==> src/rtl/pipe_pkg.sv <==
// Shared types and constants for the pipeline control slice.
// Stage metadata layout, PC-select encodings and RV32I opcodes.
package pipe_pkg;

    typedef struct packed {
        logic [4:0] addr1;
        logic [4:0] addr2;
        logic [4:0] waddr;
        logic [6:0] op;
    } stage_meta_t;

    localparam logic [6:0] BUBBLE_OP = 7'b000_0000;
    localparam stage_meta_t BUBBLE = '{
        addr1: 5'd0, addr2: 5'd0, waddr: 5'd0, op: BUBBLE_OP
    };

    localparam logic [1:0] PC_PLUS4 = 2'b00;
    localparam logic [1:0] PC_JAL   = 2'b01;
    localparam logic [1:0] PC_JALR  = 2'b10;
    localparam logic [1:0] PC_BR    = 2'b11;

    localparam logic [6:0] OPC_LUI    = 7'b0110111;
    localparam logic [6:0] OPC_AUIPC  = 7'b0010111;
    localparam logic [6:0] OPC_JAL    = 7'b1101111;
    localparam logic [6:0] OPC_JALR   = 7'b1100111;
    localparam logic [6:0] OPC_BRANCH = 7'b1100011;
    localparam logic [6:0] OPC_LOAD   = 7'b0000011;
    localparam logic [6:0] OPC_STORE  = 7'b0100011;
    localparam logic [6:0] OPC_OP_IMM = 7'b0010011;
    localparam logic [6:0] OPC_OP     = 7'b0110011;

endpackage

==> src/rtl/instr_fields.sv <==
// Combinational register-field decoder for one instruction word.
// Fields the opcode does not use are zeroed so hazard compares stay clean.
module instr_fields
    import pipe_pkg::*;
(
    input  logic        valid,
    input  logic [31:0] instr,
    output stage_meta_t meta
);

    // Slice the fields, then blank the ones this format lacks
    always_comb begin
        meta = BUBBLE;
        if (valid) begin
            meta.op    = instr[6:0];
            meta.addr1 = instr[19:15];
            meta.addr2 = instr[24:20];
            meta.waddr = instr[11:7];
            case (instr[6:0])
                OPC_LUI, OPC_AUIPC, OPC_JAL: begin
                    meta.addr1 = 5'd0;
                    meta.addr2 = 5'd0;
                end
                OPC_OP_IMM, OPC_LOAD, OPC_JALR: begin
                    meta.addr2 = 5'd0;
                end
                OPC_STORE, OPC_BRANCH: begin
                    meta.waddr = 5'd0;
                end
                default: ;
            endcase
        end
    end

endmodule

==> src/rtl/pipe_ctrl.sv <==
// Applies hazard-unit stall/flush/redirect to the PC and stage metadata.
// Also drives datapath register strobes and the retired counter.
module pipe_ctrl
    import pipe_pkg::*;
#(
    parameter logic [31:0] RESET_VEC = 32'h0000_0000,
    parameter int          CNT_W     = 32
) (
    input  logic             CLK,
    input  logic             RST,
    input  logic [31:0]      F_INSTR,
    input  logic             F_VALID,
    input  logic             STALL,
    input  logic             FLUSH,
    input  logic [1:0]       PC_SEL,
    input  logic [31:0]      JAL_TGT,
    input  logic [31:0]      JALR_TGT,
    input  logic [31:0]      BR_TGT,
    output logic [31:0]      PC,
    output logic [4:0]       F_ADDR1,
    output logic [4:0]       F_ADDR2,
    output logic [4:0]       F_WADDR,
    output logic [6:0]       F_OP,
    output logic [4:0]       D_ADDR1,
    output logic [4:0]       D_ADDR2,
    output logic [4:0]       D_WADDR,
    output logic [6:0]       D_OP,
    output logic [4:0]       E_ADDR1,
    output logic [4:0]       E_ADDR2,
    output logic [4:0]       E_WADDR,
    output logic [6:0]       E_OP,
    output logic [4:0]       M_ADDR1,
    output logic [4:0]       M_ADDR2,
    output logic [4:0]       M_WADDR,
    output logic [6:0]       M_OP,
    output logic [4:0]       W_ADDR1,
    output logic [4:0]       W_ADDR2,
    output logic [4:0]       W_WADDR,
    output logic [6:0]       W_OP,
    output logic             PC_WE,
    output logic             FD_WE,
    output logic             FD_CLR,
    output logic             DE_CLR,
    output logic [CNT_W-1:0] RETIRED
);

    localparam logic [CNT_W-1:0] CNT_ONE = {{(CNT_W-1){1'b0}}, 1'b1};

    logic [31:0]      pc_q;
    logic [31:0]      pc_next;
    stage_meta_t      f_meta;
    stage_meta_t      d_q;
    stage_meta_t      e_q;
    stage_meta_t      m_q;
    stage_meta_t      w_q;
    logic [CNT_W-1:0] ret_q;
    logic             pc_we;
    logic             fd_we;
    logic             fd_clr;
    logic             de_clr;

    instr_fields u_f_fields (
        .valid (F_VALID),
        .instr (F_INSTR),
        .meta  (f_meta)
    );

    // Strobes: reset > stall > flush > fetch bubble > normal advance
    always_comb begin
        pc_we  = 1'b0;
        fd_we  = 1'b0;
        fd_clr = 1'b0;
        de_clr = 1'b0;
        if (RST) begin
            fd_clr = 1'b1;
            de_clr = 1'b1;
        end else if (STALL) begin
            de_clr = 1'b1;
        end else if (FLUSH) begin
            pc_we  = 1'b1;
            fd_clr = 1'b1;
        end else if (!F_VALID) begin
            fd_clr = 1'b1;
        end else begin
            pc_we = 1'b1;
            fd_we = 1'b1;
        end
    end

    // Next PC: a flush always redirects to the JALR target
    always_comb begin
        pc_next = pc_q + 32'd4;
        if (FLUSH) begin
            pc_next = JALR_TGT;
        end else begin
            case (PC_SEL)
                PC_JAL:  pc_next = JAL_TGT;
                PC_JALR: pc_next = JALR_TGT;
                PC_BR:   pc_next = BR_TGT;
                default: pc_next = pc_q + 32'd4;
            endcase
        end
    end

    // PC, stage shift register and retired count
    always_ff @(posedge CLK) begin
        if (RST) begin
            pc_q  <= RESET_VEC;
            d_q   <= BUBBLE;
            e_q   <= BUBBLE;
            m_q   <= BUBBLE;
            w_q   <= BUBBLE;
            ret_q <= '0;
        end else begin
            if (pc_we) begin
                pc_q <= pc_next;
            end
            if (fd_we) begin
                d_q <= f_meta;
            end else if (fd_clr) begin
                d_q <= BUBBLE;
            end
            e_q <= de_clr ? BUBBLE : d_q;
            m_q <= e_q;
            w_q <= m_q;
            if (m_q.op != BUBBLE_OP) begin
                ret_q <= ret_q + CNT_ONE;
            end
        end
    end

    assign PC      = pc_q;
    assign F_ADDR1 = f_meta.addr1;
    assign F_ADDR2 = f_meta.addr2;
    assign F_WADDR = f_meta.waddr;
    assign F_OP    = f_meta.op;
    assign D_ADDR1 = d_q.addr1;
    assign D_ADDR2 = d_q.addr2;
    assign D_WADDR = d_q.waddr;
    assign D_OP    = d_q.op;
    assign E_ADDR1 = e_q.addr1;
    assign E_ADDR2 = e_q.addr2;
    assign E_WADDR = e_q.waddr;
    assign E_OP    = e_q.op;
    assign M_ADDR1 = m_q.addr1;
    assign M_ADDR2 = m_q.addr2;
    assign M_WADDR = m_q.waddr;
    assign M_OP    = m_q.op;
    assign W_ADDR1 = w_q.addr1;
    assign W_ADDR2 = w_q.addr2;
    assign W_WADDR = w_q.waddr;
    assign W_OP    = w_q.op;
    assign PC_WE   = pc_we;
    assign FD_WE   = fd_we;
    assign FD_CLR  = fd_clr;
    assign DE_CLR  = de_clr;
    assign RETIRED = ret_q;

endmodule

==> config.mk <==
export PLATFORM = sky130hd
export DESIGN_NAME = pipe_ctrl
export DESIGN_NICKNAME = d
export VERILOG_FILES = /design/src/rtl/pipe_pkg.sv /design/src/rtl/instr_fields.sv /design/src/rtl/pipe_ctrl.sv
export SDC_FILE = /design/constraint.sdc
export NUM_CORES = 1
export LEC_CHECK = 0
export BUFFER_PORTS_ARGS = -buffer_cell sky130_fd_sc_hd__buf_2
export CORE_MARGIN = 2
export CORE_UTILIZATION = 40
export DETAILED_ROUTE_END_ITERATION = 8
export PLACE_DENSITY = 0.73
export SYNTH_ARGS = -nofsm -noshare
export SYNTH_HDL_FRONTEND = slang
export SYNTH_HIERARCHICAL = 1
export SYNTH_SLANG_ARGS = --single-unit
==> constraint.sdc <==
create_clock -name CLK -period 2.05 [get_ports CLK]
set_clock_uncertainty 0.15 [all_clocks]
set_input_delay 0.1025 -clock CLK [delete_from_list [all_inputs] [get_ports CLK]]
set_output_delay 0.1025 -clock CLK [all_outputs]
set_load 0.1 [all_outputs]
; ---- Word-level counts from Yosys, hierarchy flattened
; Cells that the tools add are included.
[totals]
elab_cells = 58
reg_bits = 152
[op_classes]
n_reduce_logical = 6
add_sub_neg = 2
n_mux = 21
n_eq_ne = 11
[ops]
columns = operator, n
row1 = $pmux W32 S3, 1
row2 = $mux W22, 3
row3 = $add A32 B1 Y32 const B, 1
row4 = $add A32 B3 Y32 const B, 1
row5 = $mux W32, 1
row6 = $eq A7 B7 Y1 const B, 3
row7 = $mux W5, 3
row8 = $eq A7 B5 Y1 const B, 2
row9 = $eq A7 B6 Y1 const B, 2
row10 = $mux W1, 13
row11 = $eq A7 B2 Y1 const B, 1
row12 = $reduce_bool A7 Y1, 1
row13 = $reduce_or A6 Y1, 1
row14 = $eq A2 B2 Y1 const B, 2
row15 = $reduce_or A2 Y1, 2
row16 = $reduce_or A3 Y1, 1
row17 = $eq A2 B1 Y1 const B, 1
row18 = $reduce_bool A2 Y1, 1

; ---- Longest topological paths before layout
; Gate-level depths: netlist (run 1).
[depth]
ltp_word = 6
ltp_mapped = 8

; ---- Cells and area by module
; Netlist (run 1), hierarchy kept.
[modules_own_cells]
columns = module, cells_each, seq_area_each_um2, n_inst, area_each_um2
row1 = pipe_ctrl, 723, 3042.9, 1, 6563.8
row2 = instr_fields, 40, 0.0, 1, 249.0

; ---- Least setup slack after synthesis (run 1)
; OpenSTA, ideal clock, no wires.
[synth_path]
path_type = input port to flip-flop
from = input F_INSTR[4]
to = register d_q (netlist bit D_ADDR2[0])
setup_slack_ns = -1.117
setup_time_ns = 0.078
cell_stages = 5
t_arrival_ns = 2.939
path_buffers = 0
cell_sequence = nand2b_4 > o21ai_1 > nor3b_1 > a22oi_1 > nor2_1
[synth_between]
elab_chain_len = 5
[synth_lines]
columns = element, line
row1 = start: declaration, pipe_ctrl.sv:11  ; input logic [31:0] F_INSTR,
row2 = $eq A7 B5 Y1 (tied with other cells), instr_fields.sv:19  ; case (instr[6:0])
row3 = $reduce_or A6 Y1 (no source line) (*), n/a
row4 = $mux W5 (*), instr_fields.sv:19
row5 = $mux W22 (*), instr_fields.sv:14  ; if (valid) begin
row6 = via F_ADDR2[0], pipe_ctrl.sv:21  ; output logic [4:0] F_ADDR2,
row7 = $mux W22 (*), pipe_ctrl.sv:118  ; if (fd_we) begin
row8 = end signal: assignment, pipe_ctrl.sv:119  ; d_q <= f_meta;
row9 = end: declaration, pipe_ctrl.sv:52  ; stage_meta_t d_q;
; Mark *: on every way through the listed nets, which the timed path passes. The rest lies on a longest branch.
; A chain may end at the register's enable or synchronous reset.

; ---- Worst setup path after layout (run 1)
[layout_path]
from = register pc_q[22] (netlist: PC[22])
to = register pc_q[31] (netlist: PC[31])
[layout_between]
elab_chain_len = 3
[layout_lines]
columns = element, line
row1 = start: declaration, pipe_ctrl.sv:49  ; logic [31:0] pc_q;
row2 = start signal: assignment, pipe_ctrl.sv:116  ; pc_q <= pc_next;
row3 = $add A32 B3 Y32, pipe_ctrl.sv:100  ; default: pc_next = pc_q + 32'd4;
row4 = $pmux W32 S3, pipe_ctrl.sv:96  ; case (PC_SEL)
row5 = $mux W32, pipe_ctrl.sv:93  ; if (FLUSH) begin
; No other way between the ends.

==> impl.org, run 1 <==
** Outcome
- The flow ran to the end, and the final reports show no timing, DRC or antenna violations.

** Synthesis
- Among all flip-flop cells after synthesis, the most frequent one is sky130_fd_sc_hd__dfxtp_1.
- Cell area after synthesis :: 6810 um^2
- Average instance area after synthesis :: 8.93 um^2
- Counting flops with an async set or reset pin after synthesis yields a share of 0.
- Post-synthesis cell count :: 763
- Yosys warning count :: 6
- Count of distinct cell types in the synthesized netlist :: 66
- Number of enable flip-flop cells after synthesis :: 0
- Sequential element share of the synthesized area :: 0.447
- After synthesis the netlist holds a flip-flop and latch count of 152.
- The number of nets handed over by synthesis was 900.
- Fraction of synthesized cell area taken by the top area cell type :: 0.447
- Top cell type by total area after synthesis :: sky130_fd_sc_hd__dfxtp_1
- After synthesis, the cell types taking the most area are sky130_fd_sc_hd__dfxtp_1, sky130_fd_sc_hd__nor2b_1, sky130_fd_sc_hd__nor2_1, sky130_fd_sc_hd__and2_1, sky130_fd_sc_hd__mux2_2.

** Floorplan
- Area of the core :: 16600 um^2
- Cell row count :: 47
- Die Span Y :: 135 um
- Total Die Area :: 18100 um^2
- I/O Pins :: 313
- From left edge to right edge, the die measures 135 um.
- For this configuration, the core starts out at a cell density of 0.409.

** Route
- Total vias in the final route :: 7329
- Dividing the detail-routed wire length by the instance count gives 17.1 um.
- The first TritonRoute pass finished after 5 iterations.
- Drt via density :: 5.32
- Final ANT Viol Nets :: 0
- In the routed design, unresolved DRC markers number 0.
- The routed design has 23500 um of wire.
- For this block, the initial DRC count from the detailed router was 553.

** Worst setup path
- Capturing point of the worst reg2reg path :: PC[31]$_SDFFE_PP0P_
- Class of the most critical setup path :: register to register
- Slowest cell delay on critical path :: 0.55 ns
- Cell at the slowest stage of the critical path :: sky130_fd_sc_hd__or4_4
- Data arrives at the worst endpoint at 2.23 ns.
- Walking the worst path, the cells encountered are nand3_2 -> or4_4 -> or3_4 -> o32a_1 -> o2bb2ai_1.
- STA puts the critical path data required time at 2.24 ns.
- Nature of the critical path startpoint :: register
- Crit-path max FO :: 3
- Across all register-to-register paths, the minimum setup slack is 0.01 ns.
- Startpoint of the lowest-slack register-to-register path :: PC[22]$_SDFFE_PP0P_
- Counting cells, the worst reg-to-reg path comes to 5.
- Endpoint type of the worst setup path :: register

** Global routing
- The via count of the first global-routing pass was 7068.
- Antenna violations before repair :: 0
- Wire length of the first global-routing pass :: 36900 um
- Overflow after GRT :: 0
- Maximum number of pins on one net before global-route repair :: 73
- In the global route stage, overall resource usage came out at 0.257.

** Clock network
- The clock drives 152 sinks.
- Clock latency on the worst-skew pair, taken at its later pin, is 0.42 ns.
- After clock tree synthesis, the clock-pin slew on the worst setup and hold paths is 0.07 ns.
- The tree is rooted in a sky130_fd_sc_hd__clkbuf_16.
- The clock passes through at most 2 buffers.
- H-Tree Depth :: 4
- TritonCTS built the clock tree.
- TritonCTS created 17 clock buffers.

** Hold path
- Startpoint of the worst hold path :: JAL_TGT[11]
- Along the worst hold path, the cell count comes to 4.
- For hold timing, the worst endpoint is PC[11]$_SDFFE_PP0P_.
- Hold Crit Class :: primary input to register

** Pwr
- Cell internal power was estimated by the tool at 5.05 mW.
- Max rail drop VDD :: 0.547 mV
- Overall power consumption after layout is estimated at 7.56 mW.
- Dividing total power by cell area gives a power density of 726 nW/um^2.
- Of the total power, combinational logic draws 0.187.
- Leakage power of the design :: 4.63 nW
- Clock power frac :: 0.413
- Power dissipated by switching net loads :: 2.51 mW
- Of the total power, the share spent switching nets is 0.332.
- Of the total power, registers draw 0.400.

** Layout
- Final net count :: 1281
- Number of filler cells placed in the layout :: 1389
- Relative to the synthesized area, the layout overhead comes to 52.8%.
- Layout cell share with drive strength beyond 1 :: 0.435
- The finished cells cover 10400 um^2.
- Excluding fillers, the count of instances in the completed layout stands at 1377.
- Most frequent cells in the layout :: sky130_fd_sc_hd__buf_2, sky130_fd_sc_hd__dfxtp_1, sky130_fd_sc_hd__nor2_1
- Most frequent standard cell in the layout excluding fill and tap cells :: sky130_fd_sc_hd__buf_2
- # diodes :: 0
- For this run, the share of the core covered by cells in the final layout is 0.626.

** STA
- Setup repair after global routing could not meet its margin everywhere.
- Worst Max-Slew Pin Slew :: 0.922 ns
- Fraction of the cycle the final worst path needs :: 0.995
- Slew HR :: 0.383
- Setup Viol. Count Final :: 0
- Worst hold slack after final layout :: 0.0259 ns
- FMAX :: 490 MHz
- The hold violation count in the final report was 0.
- Subtracting the final worst setup slack from the clock period gives 2.04 ns.
- The max-slew violation count came to 0.

** Placement
- Final weighted congestion of routability-driven global placement :: 0.885
- Number of buffer cells added on primary ports :: 302
- Once placement finished, the instance area stood at 9200 um^2.
- Cell Count Post-Placement :: 1285
- Detailed placement finished with a half-perimeter wire length of 16900 um.

** Run
- Reported max-cap violation count :: 0
## state kept, by name (all words and copies together) (netlist names), 7 cells and up
signal	cells
D_OP	7
E_OP	7
M_OP	7
PC	32
RETIRED	32
W_OP	7
## cell usage after synthesis, types with 12 or more instances
master                       n
sky130_fd_sc_hd__nor4_1     14
sky130_fd_sc_hd__o21ai_0    21
sky130_fd_sc_hd__nand2_1    47
sky130_fd_sc_hd__nor3_1     21
sky130_fd_sc_hd__mux2i_1    13
sky130_fd_sc_hd__inv_1      12
sky130_fd_sc_hd__dfxtp_1   152
sky130_fd_sc_hd__nor2b_1    49
sky130_fd_sc_hd__nand4_1    18
sky130_fd_sc_hd__a22oi_1    23
sky130_fd_sc_hd__nor2_1     68
sky130_fd_sc_hd__nand3_1    28
sky130_fd_sc_hd__mux2_2     21
sky130_fd_sc_hd__xor2_1     13
sky130_fd_sc_hd__o221ai_1   17
sky130_fd_sc_hd__a21oi_1    29
sky130_fd_sc_hd__and2_1     38
sky130_fd_sc_hd__clkbuf_1   35
## metal layers
layer	share of wire	routed length, um	GRT usage	vias to the layer above
met3	0.077	1820	0.0728	44
met4	0.020	471	0.0971	0
li1	-	-	-	3545
met1	0.43	10000	0.325	3384
met5	0	0	0	-
met2	0.48	11200	0.419	356
## area by class of cell
type	count	area, um^2	area share
inverters	12	45.0	0.00433
clock inverters	15	176	0.0169
clock buffers	17	425	0.0409
repair buffers	413	2570	0.247
well taps	220	275	0.0264
multi-input cells	548	3670	0.352
flip-flops and latches	152	3250	0.312
## worst max path at each step
stage	startpoint	to	slack [ns]	cells after the start
after floorplan	F_INSTR[4]	D_ADDR2[0]$_SDFFE_PP0P_	-0.20	5
after global placement	PC[17]$_SDFFE_PP0P_	PC[31]$_SDFFE_PP0P_	0.05	5
after detailed placement	PC[16]$_SDFFE_PP0P_	PC[31]$_SDFFE_PP0P_	0.02	5
after CTS	PC[2]$_SDFFE_PP0P_	PC[28]$_SDFFE_PP0P_	0.01	6
after global routing	PC[22]$_SDFFE_PP0P_	PC[31]$_SDFFE_PP0P_	-0.05	5
final	PC[22]$_SDFFE_PP0P_	PC[31]$_SDFFE_PP0P_	0.01	5
## worst max-delay path, delay by kind of cell, from the launching register on
family | cells | cell delay (ns)
simple gates | 3 | 1.00
flops | 1 | 0.35
compound gates | 2 | 0.47
## per-stage QoR
| step | setup TNS, ns | worst slack [ns] |
|---|---|---|
| after floorplan | -0.784 | -0.204 |
| after global placement | 0 | 0.0451 |
| after detailed placement | 0 | 0.0216 |
| after CTS | 0 | 0.0110 |
| after global routing | -0.0721 | -0.0459 |
| final | 0 | 0.0110 |
## logic make-up after synthesis
group | after synthesis | share of synthesized area
XOR/XNOR | 24 | 0.0309
flip-flops | 152 | 0.447
buffers and inverters | 63 | 0.0369
multiplexers | 34 | 0.0538
AO/OA/AOI/OAI | 154 | 0.160
AND/OR/NAND/NOR | 334 | 0.269
adder cells (fa/ha/maj) | 2 | 0.00367
## what timing repair did
item                                    4_1_cts  5_1_grt
pin swaps                                     1        1
cloned                                        0        0
setup buffers                                 1        1
endpoints found under the setup margin        1        5
hold buffers                                 57        1
hold endpoints to repair                     49        1
gates resized for setup                       0        3
## power groups by stage
stage	sequential (mW)	clock (mW)	combinational, mW
6_report	3.02	3.12	1.42
5_1_grt	3.03	3.33	1.48
4_1_cts	3.02	3.19	1.40
3_5_place_dp	3.09	0	1.31
3_3_place_gp	3.08	0	1.30
2_1_floorplan	3.48	0	0.552
Power figures use the tool's default switching activity.
==> run 2, diff against run 1 <==
CORE_MARGIN = 3   (was 2)
CORE_UTILIZATION = 44   (was 40)
CTS_BUF_LIST = sky130_fd_sc_hd__clkbuf_8   (was not set)
PLACE_DENSITY = 0.79   (was 0.73)
==> impl.org, run 2 (synthesized netlist as in run 1, its figures left out) <==
** Layout
- Most frequent standard cell in the layout excluding fill and tap cells :: sky130_fd_sc_hd__buf_2
- Most frequent cells in the layout :: sky130_fd_sc_hd__buf_2, sky130_fd_sc_hd__dfxtp_1, sky130_fd_sc_hd__nor2_1
- The number of diodes is 0 (unchanged).
- The fraction of final layout cells sized beyond drive strength 1 is 0.429 (-0.00568).
- Compared with the post-synthesis result, the final layout area differs by 49.2%.
- The core occupancy in the finished layout is 0.684 (+0.0581).
- Final Instance Area :: 10200 um^2 (-2.4%)
- The area of the multi-input gates is 3670 um^2 (about the same).
- Register Area :: 3250 um^2 (unchanged)
- Final net count :: 1281 (unchanged)
- The final-layout fill cell count was 1184 (-15%).

** Route
- Final ANT Viol Nets :: 0 (unchanged)
- The routed length per placed instance was 17.8 um (+4.1%).
- DRT Wirelength :: 23800 um (+1.3%)
- The detailed-route via count is 7493 (+2.2%).
- DRC :: 0 (unchanged)
- Drt pass-1 iters :: 5 (unchanged)
- First DRT Iteration DRCs :: 522 (-5.6%)
- The ratio of routed vias to standard cells came to 5.59 (+5.1%).

** Floorplan
- Initial core utilization :: 0.458 (+0.0490)
- The chip width came to 130 um (-3.0%).
- The total I/O pin count was 313 (unchanged).
- The total die area came to 17000 um^2 (-6.0%).
- The height of the chip came to 130 um (-3.0%).
- Cell row count :: 44 (-6.4%)
- The core area was 14900 um^2 (-11%).

** Worst setup path
- Required time of the critical path :: 2.26 ns (+0.02 ns)
- Capturing point of the worst reg2reg path :: PC[31]$_SDFFE_PP0P_
- Endpoint type of the worst setup path :: register
- The worst-case register-to-register setup slack came to 0.05 ns (+0.04 ns).
- Nature of the critical path startpoint :: register
- The arrival time of the worst setup path was 2.21 ns (-0.02 ns).
- Class of the most critical setup path :: register to register
- The worst register-to-register path begins at PC[14]$_SDFFE_PP0P_.
- Worst reg-to-reg path cell count :: 5 (unchanged)
- Crit. Startpoint :: PC[14]$_SDFFE_PP0P_
- Crit-path max FO :: 5 (+2)

** Placement
- The number of port buffers was 302 (unchanged).
- DP HPWL :: 16600 um (-1.8%)
- Post-DP Area :: 9140 um^2 (-0.73%)
- The routability congestion estimate was 0.911 (+2.9%).

** STA
- The fmax was 501 MHz (+2.1%).
- The final number of setup-violating endpoints is 0 (unchanged).
- The final worst-path cycle share was 0.974 (-0.0203).
- Pins over their slew limit :: 0 (unchanged)
- The final-layout worst hold slack is 0.0353 ns (+0.00938 ns).
- Slew HR :: 0.387 (+0.00349)
- Minimum period implied by the final worst setup slack :: 2.00 ns (-0.0416 ns)
- Setup repair after global routing missed its margin :: true
- Number of failing hold endpoints at the final stage :: 0 (unchanged)
- Worst Max-Slew Pin Slew :: 0.917 ns (-0.00521 ns)

** Pwr
- Leakage power of the design :: 4.54 nW (-1.9%)
- Cell-internal power :: 4.48 mW (-11%)
- Max rail drop VDD :: 0.382 mV (-30%)
- Overall power of the completed layout :: 6.70 mW (-11%)
- The relative contribution of combinational cells to total power is 0.212 (+0.025).
- Register share of total power :: 0.451 (+0.051)
- The power density over the cells came to 660 nW/um^2 (-9.1%).
- The power share of the clock group is 0.337 (-0.076).
- Switching Fraction :: 0.331 (-0.00119)
- The switching power of the nets is 2.22 mW (-12%).

** Hold path
- End point of the worst hold path :: PC[28]$_SDFFE_PP0P_
- Hold Crit Class :: primary input to register
- The worst hold path stage count came to 5 (+1).
- Startpoint of the worst hold path :: JAL_TGT[28]

** Clock network
- Total clock sinks :: 152 (unchanged)
- H-Tree Depth :: 4 (unchanged)
- Number of buffers created by CTS :: 17 (unchanged)
- TritonCTS built the clock tree.
- The root buffer cell chosen for the clock tree is sky130_fd_sc_hd__clkbuf_8.
- The clock latency on the worst-skew pair was 0.44 ns (+0.02 ns).
- The deepest clock path buffer count came to 2 (unchanged).
- Clock-pin transition on the worst setup and hold timing paths :: 0.09 ns (+0.02 ns)

** Global routing
- The sum of overflow across all layers after global routing was 0 (unchanged).
- Number of global-route vias before repair :: 7156 (+1.2%)
- The first-pass GRT wire length is 36200 um (-1.8%).
- The global-route total usage across every layer was 0.271 (+0.0138).
- Maximum number of pins on one net before global-route repair :: 125 (+71%)
- Antenna violations before repair :: 0 (unchanged)

** Outcome
- Result of the run :: completed

** Run
- Reported max-cap violation count :: 0 (unchanged)
[run 2: cell type report]
type	count	area share
well taps	184	0.0227
repair buffers	413	0.254
clock inverters	14	0.0149
clock buffers	17	0.0230
inverters	12	0.00443
multi-input cells	548	0.361
flip-flops and latches	152	0.320
[run 2: per-layer routing]
metal	vias up	wire, um	global-route usage
met5	-	0	0
met4	0	1090	0.131
met3	86	2080	0.0833
met2	392	11200	0.440
met1	3479	9460	0.328
li1	3536	-	-
[run 2: critical path: stages, from the launching register on]
cell                        delay, ns
sky130_fd_sc_hd__dfxtp_4         0.38
sky130_fd_sc_hd__nand4_1         0.15
sky130_fd_sc_hd__or4_4           0.45
sky130_fd_sc_hd__or3_4           0.35
sky130_fd_sc_hd__o32a_1          0.33
sky130_fd_sc_hd__o2bb2ai_1       0.11
[run 2: what timing repair did]
item / CTS / global route
buffers inserted: 0 / 1
endpoints found under the hold margin: 56 / 0
hold buffers: 62 / 0
resized for setup: 0 / 5
endpoints found under the setup margin: 0 / 5
[run 2: worst max path at each step]
stage	to	slack [ns]
3_3_place_gp	PC[31]$_SDFFE_PP0P_	0.05
2_1_floorplan	D_ADDR2[0]$_SDFFE_PP0P_	-0.20
3_5_place_dp	PC[31]$_SDFFE_PP0P_	0.05
5_1_grt	PC[31]$_SDFFE_PP0P_	-0.03
6_report	PC[31]$_SDFFE_PP0P_	0.05
4_1_cts	PC[28]$_SDFFE_PP0P_	0.009
[run 2: metrics by stage]
step,setup TNS [ns],setup slack [ns],instances
3_5_place_dp,0,0.0470,1246
4_1_cts,0,0.00927,1339
5_1_grt,-0.0288,-0.0288,1340
3_3_place_gp,0,0.0498,1246
6_report,0,0.0526,1340
2_1_floorplan,-0.784,-0.204,763
[run 2: power groups by stage]
| stage | sequential (mW) | clock (mW) | combinational, mW |
|---|---|---|---|
| 2_1_floorplan | 3.48 | 0 | 0.552 |
| 3_3_place_gp | 3.09 | 0 | 1.28 |
| 3_5_place_dp | 3.09 | 0 | 1.29 |
| 4_1_cts | 3.02 | 2.31 | 1.39 |
| 5_1_grt | 3.03 | 2.43 | 1.48 |
| 6_report | 3.02 | 2.26 | 1.42 |
